$ cat config.mk
export PLATFORM = sky130hd
export DESIGN_NAME = rsa_operand_feeder
export DESIGN_NICKNAME = d
export VERILOG_FILES = /design/src/rtl/rsa_pkg.sv /design/src/rtl/rsa_word_regfile.sv /design/src/rtl/rsa_operand_feeder.sv
export SDC_FILE = /design/constraint.sdc
export NUM_CORES = 2
export LEC_CHECK = 0
export CAP_MARGIN = 40
export CORE_ASPECT_RATIO = 0.9
export CORE_MARGIN = 8
export CORE_UTILIZATION = 35
export CTS_CLUSTER_SIZE = 8
export DETAILED_ROUTE_END_ITERATION = 8
export DONT_BUFFER_PORTS = 1
export PLACE_DENSITY = 0.6
export RECOVER_POWER = 50
export SYNTH_ARGS = -nofsm -noshare
export SYNTH_HDL_FRONTEND = slang
export SYNTH_HIERARCHICAL = 1
export SYNTH_SLANG_ARGS = --single-unit
$ cat constraint.sdc
create_clock -name iClk -period 3.6 [get_ports iClk]
set_input_delay 0.18 -clock iClk [delete_from_list [all_inputs] [get_ports iClk]]
set_output_delay 0.18 -clock iClk [all_outputs]
set_load 0.005 [all_outputs]
$ cat src/rtl/rsa_pkg.sv
// Shared constants and state encoding for the RSA operand feeder slice.
package rsa_pkg;

   localparam int RSA_WORDS = 32;
   localparam int RSA_WIDTH = 32;
   localparam int RSA_AW    = 5;

   typedef enum logic [1:0] {
      ST_IDLE  = 2'd0,
      ST_START = 2'd1,
      ST_RUN   = 2'd2,
      ST_DONE  = 2'd3
   } rsaState_e;

   localparam logic OP_ADD = 1'b0;
   localparam logic OP_SUB = 1'b1;

   // Index of the most significant word of an operand.
   function automatic logic [RSA_AW-1:0] lastIdx();
      return RSA_AW'(RSA_WORDS - 1);
   endfunction

endpackage

$ cat src/rtl/rsa_word_regfile.sv
// WORDS x WIDTH register array: one synchronous write port, one combinational read port.
// Contents are deliberately not reset so operands and results survive a reset.
module rsa_word_regfile
   import rsa_pkg::*;
#(
   parameter int WORDS = RSA_WORDS,
   parameter int WIDTH = RSA_WIDTH,
   parameter int AW    = RSA_AW
) (
   input  logic             iClk,
   input  logic             iWrEn,
   input  logic [AW-1:0]    iWrAddr,
   input  logic [WIDTH-1:0] iWrData,
   input  logic [AW-1:0]    iRdAddr,
   output logic [WIDTH-1:0] oRdData
);

   logic [WIDTH-1:0] mem [WORDS];

   // Write one word per cycle when enabled.
   always_ff @(posedge iClk) begin
      if (iWrEn) begin
         mem[iWrAddr] <= iWrData;
      end
   end

   assign oRdData = mem[iRdAddr];

endmodule

$ cat src/rtl/rsa_operand_feeder.sv
// Word-serial operand/result buffer around the 32-bit add/sub stage.
// Streams A/B words LSW-first and captures each result word into R.
module rsa_operand_feeder
   import rsa_pkg::*;
#(
   parameter int WORDS = RSA_WORDS,
   parameter int WIDTH = RSA_WIDTH,
   parameter int AW    = RSA_AW
) (
   input  logic             iClk,
   input  logic             iRst,
   input  logic             iLoadEn,
   input  logic             iLoadSel,
   input  logic [AW-1:0]    iLoadAddr,
   input  logic [WIDTH-1:0] iLoadData,
   input  logic             iGo,
   input  logic             iOp,
   input  logic [AW-1:0]    iRdAddr,
   output logic [WIDTH-1:0] oRdData,
   output logic             oStart,
   output logic             oAddSub,
   output logic [WIDTH-1:0] oA,
   output logic [WIDTH-1:0] oB,
   input  logic             iDataShift,
   input  logic [WIDTH-1:0] iD,
   input  logic             iDone,
   output logic             oBusy,
   output logic             oReady,
   output logic             oErr
);

   localparam logic [AW-1:0] LAST_IDX = AW'(WORDS - 1);
   localparam logic [AW-1:0] IDX_ONE  = AW'(1);

   rsaState_e        state;
   logic [AW-1:0]    idx;
   logic             inRun;
   logic             loadOk;
   logic             aWrEn;
   logic             bWrEn;
   logic             rWrEn;
   logic             seqErr;
   logic [WIDTH-1:0] rRdComb;

   // Decode write enables and sequencing errors from the current state.
   always_comb begin
      inRun  = 1'b0;
      loadOk = 1'b0;
      seqErr = 1'b0;
      if ((state == ST_START) || (state == ST_RUN)) begin
         inRun = 1'b1;
      end else begin
         inRun = 1'b0;
      end
      if ((state == ST_IDLE) && iLoadEn && !iRst) begin
         loadOk = 1'b1;
      end else begin
         loadOk = 1'b0;
      end
      if (inRun) begin
         seqErr = iLoadEn
                | ~iDataShift
                | (iDataShift &  iDone & (idx != LAST_IDX))
                | (iDataShift & ~iDone & (idx == LAST_IDX));
      end else begin
         seqErr = 1'b0;
      end
      aWrEn = loadOk & (iLoadSel == 1'b0);
      bWrEn = loadOk & (iLoadSel == 1'b1);
      rWrEn = inRun & iDataShift & ~iRst;
   end

   rsa_word_regfile #(.WORDS(WORDS), .WIDTH(WIDTH), .AW(AW)) uA (
      .iClk    (iClk),
      .iWrEn   (aWrEn),
      .iWrAddr (iLoadAddr),
      .iWrData (iLoadData),
      .iRdAddr (idx),
      .oRdData (oA)
   );

   rsa_word_regfile #(.WORDS(WORDS), .WIDTH(WIDTH), .AW(AW)) uB (
      .iClk    (iClk),
      .iWrEn   (bWrEn),
      .iWrAddr (iLoadAddr),
      .iWrData (iLoadData),
      .iRdAddr (idx),
      .oRdData (oB)
   );

   rsa_word_regfile #(.WORDS(WORDS), .WIDTH(WIDTH), .AW(AW)) uR (
      .iClk    (iClk),
      .iWrEn   (rWrEn),
      .iWrAddr (idx),
      .iWrData (iD),
      .iRdAddr (iRdAddr),
      .oRdData (rRdComb)
   );

   // Host readback of the result array with one cycle of latency.
   always_ff @(posedge iClk) begin
      if (iRst) begin
         oRdData <= {WIDTH{1'b0}};
      end else begin
         oRdData <= rRdComb;
      end
   end

   // Sequencer: accepts iGo, walks idx through the words, flags sequencing errors.
   always_ff @(posedge iClk) begin
      if (iRst) begin
         state   <= ST_IDLE;
         idx     <= {AW{1'b0}};
         oStart  <= 1'b0;
         oAddSub <= 1'b0;
         oBusy   <= 1'b0;
         oReady  <= 1'b0;
         oErr    <= 1'b0;
      end else begin
         case (state)
            ST_IDLE: begin
               oReady <= 1'b0;
               if (iGo) begin
                  oAddSub <= iOp;
                  oErr    <= 1'b0;
                  idx     <= {AW{1'b0}};
                  oStart  <= 1'b1;
                  oBusy   <= 1'b1;
                  state   <= ST_START;
               end
            end
            ST_START, ST_RUN: begin
               oStart <= 1'b0;
               if (seqErr) begin
                  oErr <= 1'b1;
               end
               if (iDataShift) begin
                  idx <= idx + IDX_ONE;
                  if (iDone) begin
                     oBusy  <= 1'b0;
                     oReady <= 1'b1;
                     state  <= ST_DONE;
                  end else if (idx == LAST_IDX) begin
                     // Wrapped past the last word without iDone: abandon the run.
                     oBusy <= 1'b0;
                     state <= ST_IDLE;
                  end else begin
                     state <= ST_RUN;
                  end
               end else begin
                  state <= ST_RUN;
               end
            end
            ST_DONE: begin
               oReady <= 1'b0;
               state  <= ST_IDLE;
            end
            default: begin
               state  <= ST_IDLE;
               oStart <= 1'b0;
               oBusy  <= 1'b0;
               oReady <= 1'b0;
            end
         endcase
      end
   end

endmodule

Yosys cells after proc, flatten, opt, wreduce, memory -nomap -nowiden
Memory sizes are Yosys's and may differ from the RTL's. A register that Yosys moved wholly into a read port is not among the register bits.
Cells that the tools add are included.
{"block": "word_totals", "regBits": 12, "mem_bits_rw": 3072, "input_bits": 82, "n_memories": 3}
{"name": "uA.mem", "words": 32, "width": 32, "read_ports": 1, "rd_clocked_by_memory_dff": 1, "wr": 1, "line": "rsa_word_regfile.sv:18", "text": "logic [WIDTH-1:0] mem [WORDS];"}
{"name": "uB.mem", "words": 32, "width": 32, "read_ports": 1, "rd_clocked_by_memory_dff": 1, "wr": 1, "line": "rsa_word_regfile.sv:18"}
{"name": "uR.mem", "words": 32, "width": 32, "read_ports": 1, "rd_clocked_by_memory_dff": 1, "wr": 1, "line": "rsa_word_regfile.sv:18"}
{"block": "classes", "addsub": 1, "eq_ne": 10, "mux": 33, "bitwise": 15, "reduce_logical": 14}
{"operator": "$mux 5", "n": 6}
{"operator": "$mux 1", "n": 17}
{"operator": "$pmux 5 s2", "n": 1}
{"operator": "$and 1x1->1", "n": 8}
{"operator": "$mux 2", "n": 4}
{"operator": "$ne 2x2->1 const B", "n": 4}
{"operator": "$pmux 1 s2", "n": 4}
{"operator": "$pmux 2 s3", "n": 1}
{"operator": "$reduce_and 2->1", "n": 3}
{"operator": "$reduce_and 3->1", "n": 2}
{"operator": "$add 5x1->5 const B", "n": 1}
{"operator": "$eq 5x5->1 const B", "n": 1}
{"operator": "$ne 5x5->1 const B", "n": 1}
{"operator": "$eq 2x2->1 const B", "n": 2}
{"operator": "$not 1->1", "n": 4}
{"operator": "$reduce_and 4->1", "n": 1}
{"operator": "$reduce_or 2->1", "n": 2}
{"operator": "$ne 3x3->1 const B", "n": 1}
{"operator": "$or 1x1->1", "n": 3}
{"operator": "$eq 2x1->1 const B", "n": 1}
{"operator": "$logic_and 1x1->1", "n": 2}
{"operator": "$logic_not 2->1", "n": 1}
{"operator": "$reduce_bool 2->1", "n": 1}
{"operator": "$logic_not 1->1", "n": 1}
{"operator": "$logic_or 1x1->1", "n": 1}

Logic depth before layout (Yosys ltp)
{"block": "depth", "depth_word": 7, "depth_mapped": 9, "mapped_depth_nobuf": 6}

Cells and area by module
Netlist, hierarchy kept.
{"mod": "rsa_word_regfile", "instances": 3, "cells_per_inst": 2228, "area_each_um2": 39844.5}
{"mod": "rsa_operand_feeder", "instances": 1, "cells_per_inst": 143, "area_each_um2": 1512.7}

Worst setup path before layout
OpenSTA, ideal clock, no wires.
{"block": "synth_path", "path_kind": "flip-flop to flip-flop", "startpoint": "register state[1]", "endpoint": "memory uR/mem[28][0] (netlist bit) (enable)", "setup_time_ns": 0.421, "arrival_ns": 3.186, "slack_ns": -0.007, "path_stages_with_launch": 8, "n_path_buf": 2, "path_cell_list": "dfxtp_1 inv_1 ha_1 clkbuf_1 and3b_1 or3b_2 clkbuf_1 nor2_1"}
{"block": "synth_between", "elab_chain_len": 7, "word_cells_on_any_way": 8, "classes_between": "eq/ne: 2; mux: 3; bitwise: 2; reduce/logical: 1"}
{"element": "start: declaration", "line": "rsa_operand_feeder.sv:35", "text": "rsaState_e state;"}
{"element": "start signal: assignment", "line": "rsa_operand_feeder.sv:112", "text": "state <= ST_IDLE;"}
{"element": "start signal: assignment", "line": "rsa_operand_feeder.sv:129", "text": "state <= ST_START;"}
{"element": "start signal: assignment", "line": "rsa_operand_feeder.sv:142", "text": "state <= ST_DONE;"}
{"element": "$eq 2x1->1 / $eq 2x2->1 (equally long branches)", "line": "rsa_operand_feeder.sv:50", "text": "if ((state == ST_START) || (state == ST_RUN)) begin"}
{"element": "$logic_or 1x1->1 *", "line": "rsa_operand_feeder.sv:50"}
{"element": "$mux 1 *", "line": "rsa_operand_feeder.sv:50"}
{"element": "named net inRun", "line": "rsa_operand_feeder.sv:37", "text": "logic inRun;"}
{"element": "$and 1x1->1 * (2 in series)", "line": "rsa_operand_feeder.sv:70", "text": "rWrEn = inRun & iDataShift & ~iRst;"}
{"element": "named net rWrEn", "line": "rsa_operand_feeder.sv:41", "text": "logic rWrEn;"}
{"element": "$mux 1 *", "line": "rsa_word_regfile.sv:22", "text": "if (iWrEn) begin"}
{"element": "$mux 1 (not written as such) *", "line": "rsa_word_regfile.sv:23", "text": "mem[iWrAddr] <= iWrData;"}
{"element": "end: declaration", "line": "rsa_word_regfile.sv:18"}
The timed path passes the listed nets; every way through them passes the cells marked *.

==> flow_results.org <==
** Global routing
- All-Layer GR Usage :: 16.2%
- Maximum number of pins on one net before global-route repair :: 454
- The initial antenna violation count is 32.
- GRT Residual Overflow :: 0
- The number of global-route vias before repair is 63407.
- The first global-routing pass estimated 446 mm of wire.

** Timing
- Across the routed clock network, the largest skew measured is 0.0603 ns.
- Setup slack closes at 0.0343 ns.
- Ratio of final minimum period to clock period :: 99.0%
- Max Fclk :: 280 MHz
- The final hold violation count was 0.
- Setup violations remaining at the end of the flow were counted as 0.
- The number of slew-limit violations in the final report is 2399.
- For the pin with the worst max-slew slack, the measured transition is 3.66 ns.
- Counting I/O delays and the setup requirement, the final critical path takes 3.57 ns.
- Adding up every negative setup slack in the final design gives 0 ns.
- The worst pin sits at a relative slew slack of -144%.
- RSZ-0062 raised after global routing :: true

** Floorplan
- The initial utilization of the core area, before any placement, comes to 35.1%.
- From bottom edge to top edge, the die measures 574 um.
- Core region area :: 345000 um2
- Floorplan row count :: 205
- The die covers 365000 um2.
- Top-Level Pins :: 183
- Measured along the x axis, the die boundary spans 636 um.

** Synthesis
- Share of cell area taken by muxes after synthesis :: 12.7%
- After Yosys synthesis, full adders, half adders and majority gates account for 0.0413% of the synthesized area.
- Of the total synthesized cell area, the portion taken by AND, OR, NAND and NOR gates is 3.40%.
- During synthesis, Yosys emitted a total of 6 warnings.
- Post-synthesis cell count :: 6827
- A synthesized cell averages 17.7 um2.
- Counting flops and latches in the post-synthesis netlist gives 3116.
- Combinational family with the most area after synthesis :: multiplexers
- Synth unique cells :: 44
- Net count after synthesis :: 6913
- Compound-cell area share of the yosys netlist :: 4.98%
- Netlist Area Pre-Place :: 121000 um2
- Share of synthesized area occupied by flip-flops and latches :: 76.9%
- Of the total synthesized cell area, the portion taken by XOR and XNOR cells is 0.00724%.

** Setup path
- Data on the critical path arrives at its endpoint at 3.39 ns.
- The signal on the critical path passes through buf_12 -> buf_12 -> buf_12 -> buf_12 -> mux2i_1 -> a22oi_1 -> nand3_1 -> nand3_1 -> buf_4.
- Sort of element at the end of the critical path :: output pin
- By instance count, the cell type seen most on the critical path is sky130_fd_sc_hd__buf_12.
- Together, buffers and inverters on the worst path number 5.
- STA classifies the critical path startpoint as a flop.
- The largest single stage delay on the critical path is 0.37 ns.
- The slowest stage of the critical path is the sky130_fd_sc_hd__dfxtp_4 cell.
- Critical path type :: flop to output pin
- Maximum fanout count along the critical path :: 38
- Kind of cell with the highest combined delay on the critical path :: buffers and inverters
- At the worst endpoint, the required time is 3.42 ns.

** Power and ir drop
- In this run switching power makes up 21.4% of total power.
- Leakage power of the design :: 44.8 nW
- For this design the total switching power over the nets is 17.5 mW.
- Combinational logic burns 6.8% of the power.
- Per report_power, the clock group accounts for 43.8% of the total.
- Sequential cells burn 49.4% of the power.
- Power density over cell area :: 574 nW/um2
- Worst IR Drop VDD :: 0.469 mV
- Cell internal power was estimated by the tool at 64.1 mW.

** Route
- In the detailed route, the total length drawn on met3 is 19.9 mm.
- In this run, the number of DRC markers left after iteration 0 of detailed routing was 5898.
- Via Count :: 64081
- Routed wire length on met2 :: 149 mm
- In the routed layout, each cell is associated on average with a via count of 5.31.
- Post-detailed-routing wire length :: 310 mm
- For this run, design rule violations remaining after detail routing come to 0.
- The count of nets left with antenna violations once routing finished came out at 0.
- Wirelength per Cell :: 25.7 um
- Top metal layer carrying routed signals :: met5
- The detailed router put a total of 133 mm of wire on met1.
- The first detailed-routing pass ran for 6 iterations.

** Worst hold path
- Class of the tightest hold or removal check :: input port to flop

** Run
- Max-cap violations in this run came to 36.

** Place
- Detailed placement ended at an HPWL of 172 mm.
- Dpl cells :: 11297
- Count of buffers from port buffering :: 0
- Prior to clock tree synthesis, the placed netlist has a worst setup slack of 0.579 ns.
- Routability-driven placement finished with a final weighted congestion of 0.775.
- Cell Area, Placed :: 129000 um2

** Finish
- Relative to the synthesized area, the layout overhead comes to 17.3%.
- After the flow finishes, the layout carries non-filler instances totaling 12066.
- After routing the design area is 142000 um2.
- Measured on the finished design, the core utilization comes to 41.1%.
- Fraction of final layout cells with drive strength greater than 1 :: 12.4%
- At the end of the flow, the number of nets in the layout was 7444.
- Number of fill cells :: 30437

** Clock network
- Deepest level of the CTS H-tree :: 5
- CTS root buffer :: sky130_fd_sc_hd__clkbuf_16
- Total clock buffers created by CTS :: 431
- Source-to-sink clock delay at the later pin of the worst-skew pair :: 0.91 ns
- Clock tree synthesis found a total of 3116 sinks.
- After clock tree synthesis, the clock-pin slew on the worst setup and hold paths is 0.05 ns.
- TritonCTS built the clock tree.
- In this run the deepest clock path goes through 4 buffers.

** Outcome
- The run finished, with violations left.
- The final reports fail on max-capacitance violations, max-slew violations.
path summary, 6_finish.rpt:
path | start | end | slack [ns] | cells after the start
max | idx[0]$_SDFFE_PP0P_ | oA[10] | 0.03 | 9
min reg2reg | state[0]$_SDFFE_PP0P_ | state[0]$_SDFFE_PP0P_ | 0.51 | 2
max reg2reg | state[0]$_SDFFE_PP0P_ | uA/mem[7][26]$_DFFE_PP_ | 0.55 | 8
min | iD[12] | uR/mem[31][12]$_DFFE_PP_ | 0.008 | 1
cells by family after synthesis:
group                    Yosys count
AND/OR/NAND/NOR                  886
AO/OA/AOI/OAI                    889
flip-flops                      3116
adder cells (fa/ha/maj)            4
multiplexers                    1537
XOR/XNOR                           1
buffers and inverters            394
sequential cells by signal, indices dropped and copies added, names as in the netlist:
| register | count |
|---|---|
| oRdData | 32 |
| oAddSub | 1 |
| uA/mem | 1024 |
| oBusy | 1 |
| uR/mem | 1024 |
| oReady | 1 |
| oErr | 1 |
| oStart | 1 |
| idx | 5 |
| state | 2 |
| uB/mem | 1024 |
power by group through the flow:
stage | sequential, mW | combinational [mW] | clock [mW]
after floorplan | 40.8 | 3.71 | 0
after global placement | 40.9 | 4.68 | 0
after detailed placement | 40.9 | 4.72 | 0
after CTS | 40.2 | 5.70 | 36.4
after global routing | 40.2 | 5.87 | 37.9
final | 40.3 | 5.54 | 35.7
final cells by class:
cell class / instances / area, um2 / share of cell area (%)
Sequential cell: 3116 / 93100 / 65.6
Multi-Input combinational cell: 3321 / 26500 / 18.7
Clock buffer: 550 / 11400 / 8.00
Tap cell: 4554 / 5700 / 4.01
Timing Repair Buffer: 484 / 4920 / 3.47
Clock inverter: 17 / 287 / 0.202
Antenna cell: 20 / 50.0 / 0.0353
Inverter: 4 / 15.0 / 0.0106
per-stage QoR:
step | hold slack (ns) | total power, mW
floorplan | 0.279 | 44.5
finish | 0.00761 | 81.5
detailed placement | 0.268 | 45.6
global placement | 0.267 | 45.6
CTS | 0.00322 | 82.3
global route | -0.0167 | 84.0
timing repair:
action / in CTS / in global routing
pin swaps: 3 / 1
hold buffers: 134 / 0
resized for setup: 22 / 6
gates cloned: 5 / 0
setup endpoints to repair: 64 / 18
buffers inserted: 20 / 2
endpoints found under the hold margin: 3660 / 0
routing by layer:
layer  up-vias  track usage, %
li1      28144               -
met2      2315            26.9
met4        16            4.33
met1     33106            22.2
met3       500            2.62
met5         -               0
synth_stat cells:
library cell	count	area (um2)
sky130_fd_sc_hd__or2_2	4	25.0
sky130_fd_sc_hd__and4b_1	1	10.0
sky130_fd_sc_hd__buf_4	101	758
sky130_fd_sc_hd__buf_6	46	518
sky130_fd_sc_hd__or4_1	2	15.0
sky130_fd_sc_hd__and2b_1	3	22.5
sky130_fd_sc_hd__nand4b_1	1	8.76
sky130_fd_sc_hd__clkbuf_4	6	45.0
sky130_fd_sc_hd__o31ai_1	2	15.0
sky130_fd_sc_hd__nor3b_1	1	7.51
sky130_fd_sc_hd__a21oi_1	300	1500
sky130_fd_sc_hd__or3_1	3	18.8
sky130_fd_sc_hd__xor2_1	1	8.76
sky130_fd_sc_hd__a311oi_1	1	8.76
sky130_fd_sc_hd__nor2b_2	1	8.76
sky130_fd_sc_hd__a22oi_1	288	2160
sky130_fd_sc_hd__dfxtp_1	44	881
sky130_fd_sc_hd__o21bai_1	1	7.51
sky130_fd_sc_hd__mux2i_1	1537	15400
sky130_fd_sc_hd__a211oi_1	2	15.0
sky130_fd_sc_hd__and3_1	1	6.26
sky130_fd_sc_hd__a31oi_1	96	601
sky130_fd_sc_hd__nor2_1	104	390
sky130_fd_sc_hd__or3b_2	9	78.8
sky130_fd_sc_hd__nor4bb_1	1	10.0
sky130_fd_sc_hd__buf_2	78	390
sky130_fd_sc_hd__edfxtp_1	3072	92200
sky130_fd_sc_hd__a22o_1	192	1680
sky130_fd_sc_hd__nand4_1	2	12.5
sky130_fd_sc_hd__buf_1	16	60.1
sky130_fd_sc_hd__nand2_1	296	1110
sky130_fd_sc_hd__inv_1	4	15.0
sky130_fd_sc_hd__and2_1	3	18.8
sky130_fd_sc_hd__nor2b_1	35	219
sky130_fd_sc_hd__o21ai_0	5	25.0
sky130_fd_sc_hd__nand3_1	296	1480
sky130_fd_sc_hd__clkbuf_1	143	537
sky130_fd_sc_hd__o21ai_1	1	5.00
sky130_fd_sc_hd__nand2b_1	8	50.1
sky130_fd_sc_hd__ha_1	4	50.1
sky130_fd_sc_hd__a2bb2oi_1	1	8.76
sky130_fd_sc_hd__nand3b_1	18	135
sky130_fd_sc_hd__nor3_1	96	480
sky130_fd_sc_hd__and3b_1	1	8.76
layout by cell type, fill, tap and decap left out, types with 3 or more instances in the layout:
master and count:
sky130_fd_sc_hd__diode_2 20, sky130_fd_sc_hd__a31oi_1 87, sky130_fd_sc_hd__nor2_1 5, sky130_fd_sc_hd__nand3_1 293, sky130_fd_sc_hd__or3b_2 9, sky130_fd_sc_hd__or2_2 4, sky130_fd_sc_hd__buf_16 4, sky130_fd_sc_hd__mux2i_1 1537
sky130_fd_sc_hd__a22oi_1 287, sky130_fd_sc_hd__a31oi_2 9, sky130_fd_sc_hd__nor2b_1 34, sky130_fd_sc_hd__edfxtp_1 3072, sky130_fd_sc_hd__buf_12 94, sky130_fd_sc_hd__and2_4 3, sky130_fd_sc_hd__or3_1 3, sky130_fd_sc_hd__buf_4 218
sky130_fd_sc_hd__clkbuf_1 180, sky130_fd_sc_hd__inv_6 8, sky130_fd_sc_hd__and2b_4 3, sky130_fd_sc_hd__nand2_1 294, sky130_fd_sc_hd__nand3b_1 18, sky130_fd_sc_hd__nand3_2 3, sky130_fd_sc_hd__dfxtp_1 41, sky130_fd_sc_hd__buf_6 7
sky130_fd_sc_hd__o21ai_0 5, sky130_fd_sc_hd__dlygate4sd3_1 90, sky130_fd_sc_hd__a21oi_1 300, sky130_fd_sc_hd__nor2_4 99, sky130_fd_sc_hd__inv_16 4, sky130_fd_sc_hd__ha_1 4, sky130_fd_sc_hd__clkbuf_16 437, sky130_fd_sc_hd__inv_1 4
sky130_fd_sc_hd__nand2b_1 3, sky130_fd_sc_hd__a22o_1 192, sky130_fd_sc_hd__clkinv_16 3, sky130_fd_sc_hd__nand2b_2 5, sky130_fd_sc_hd__nor3_1 96
Note: power is estimated with default switching activity, not from simulation.
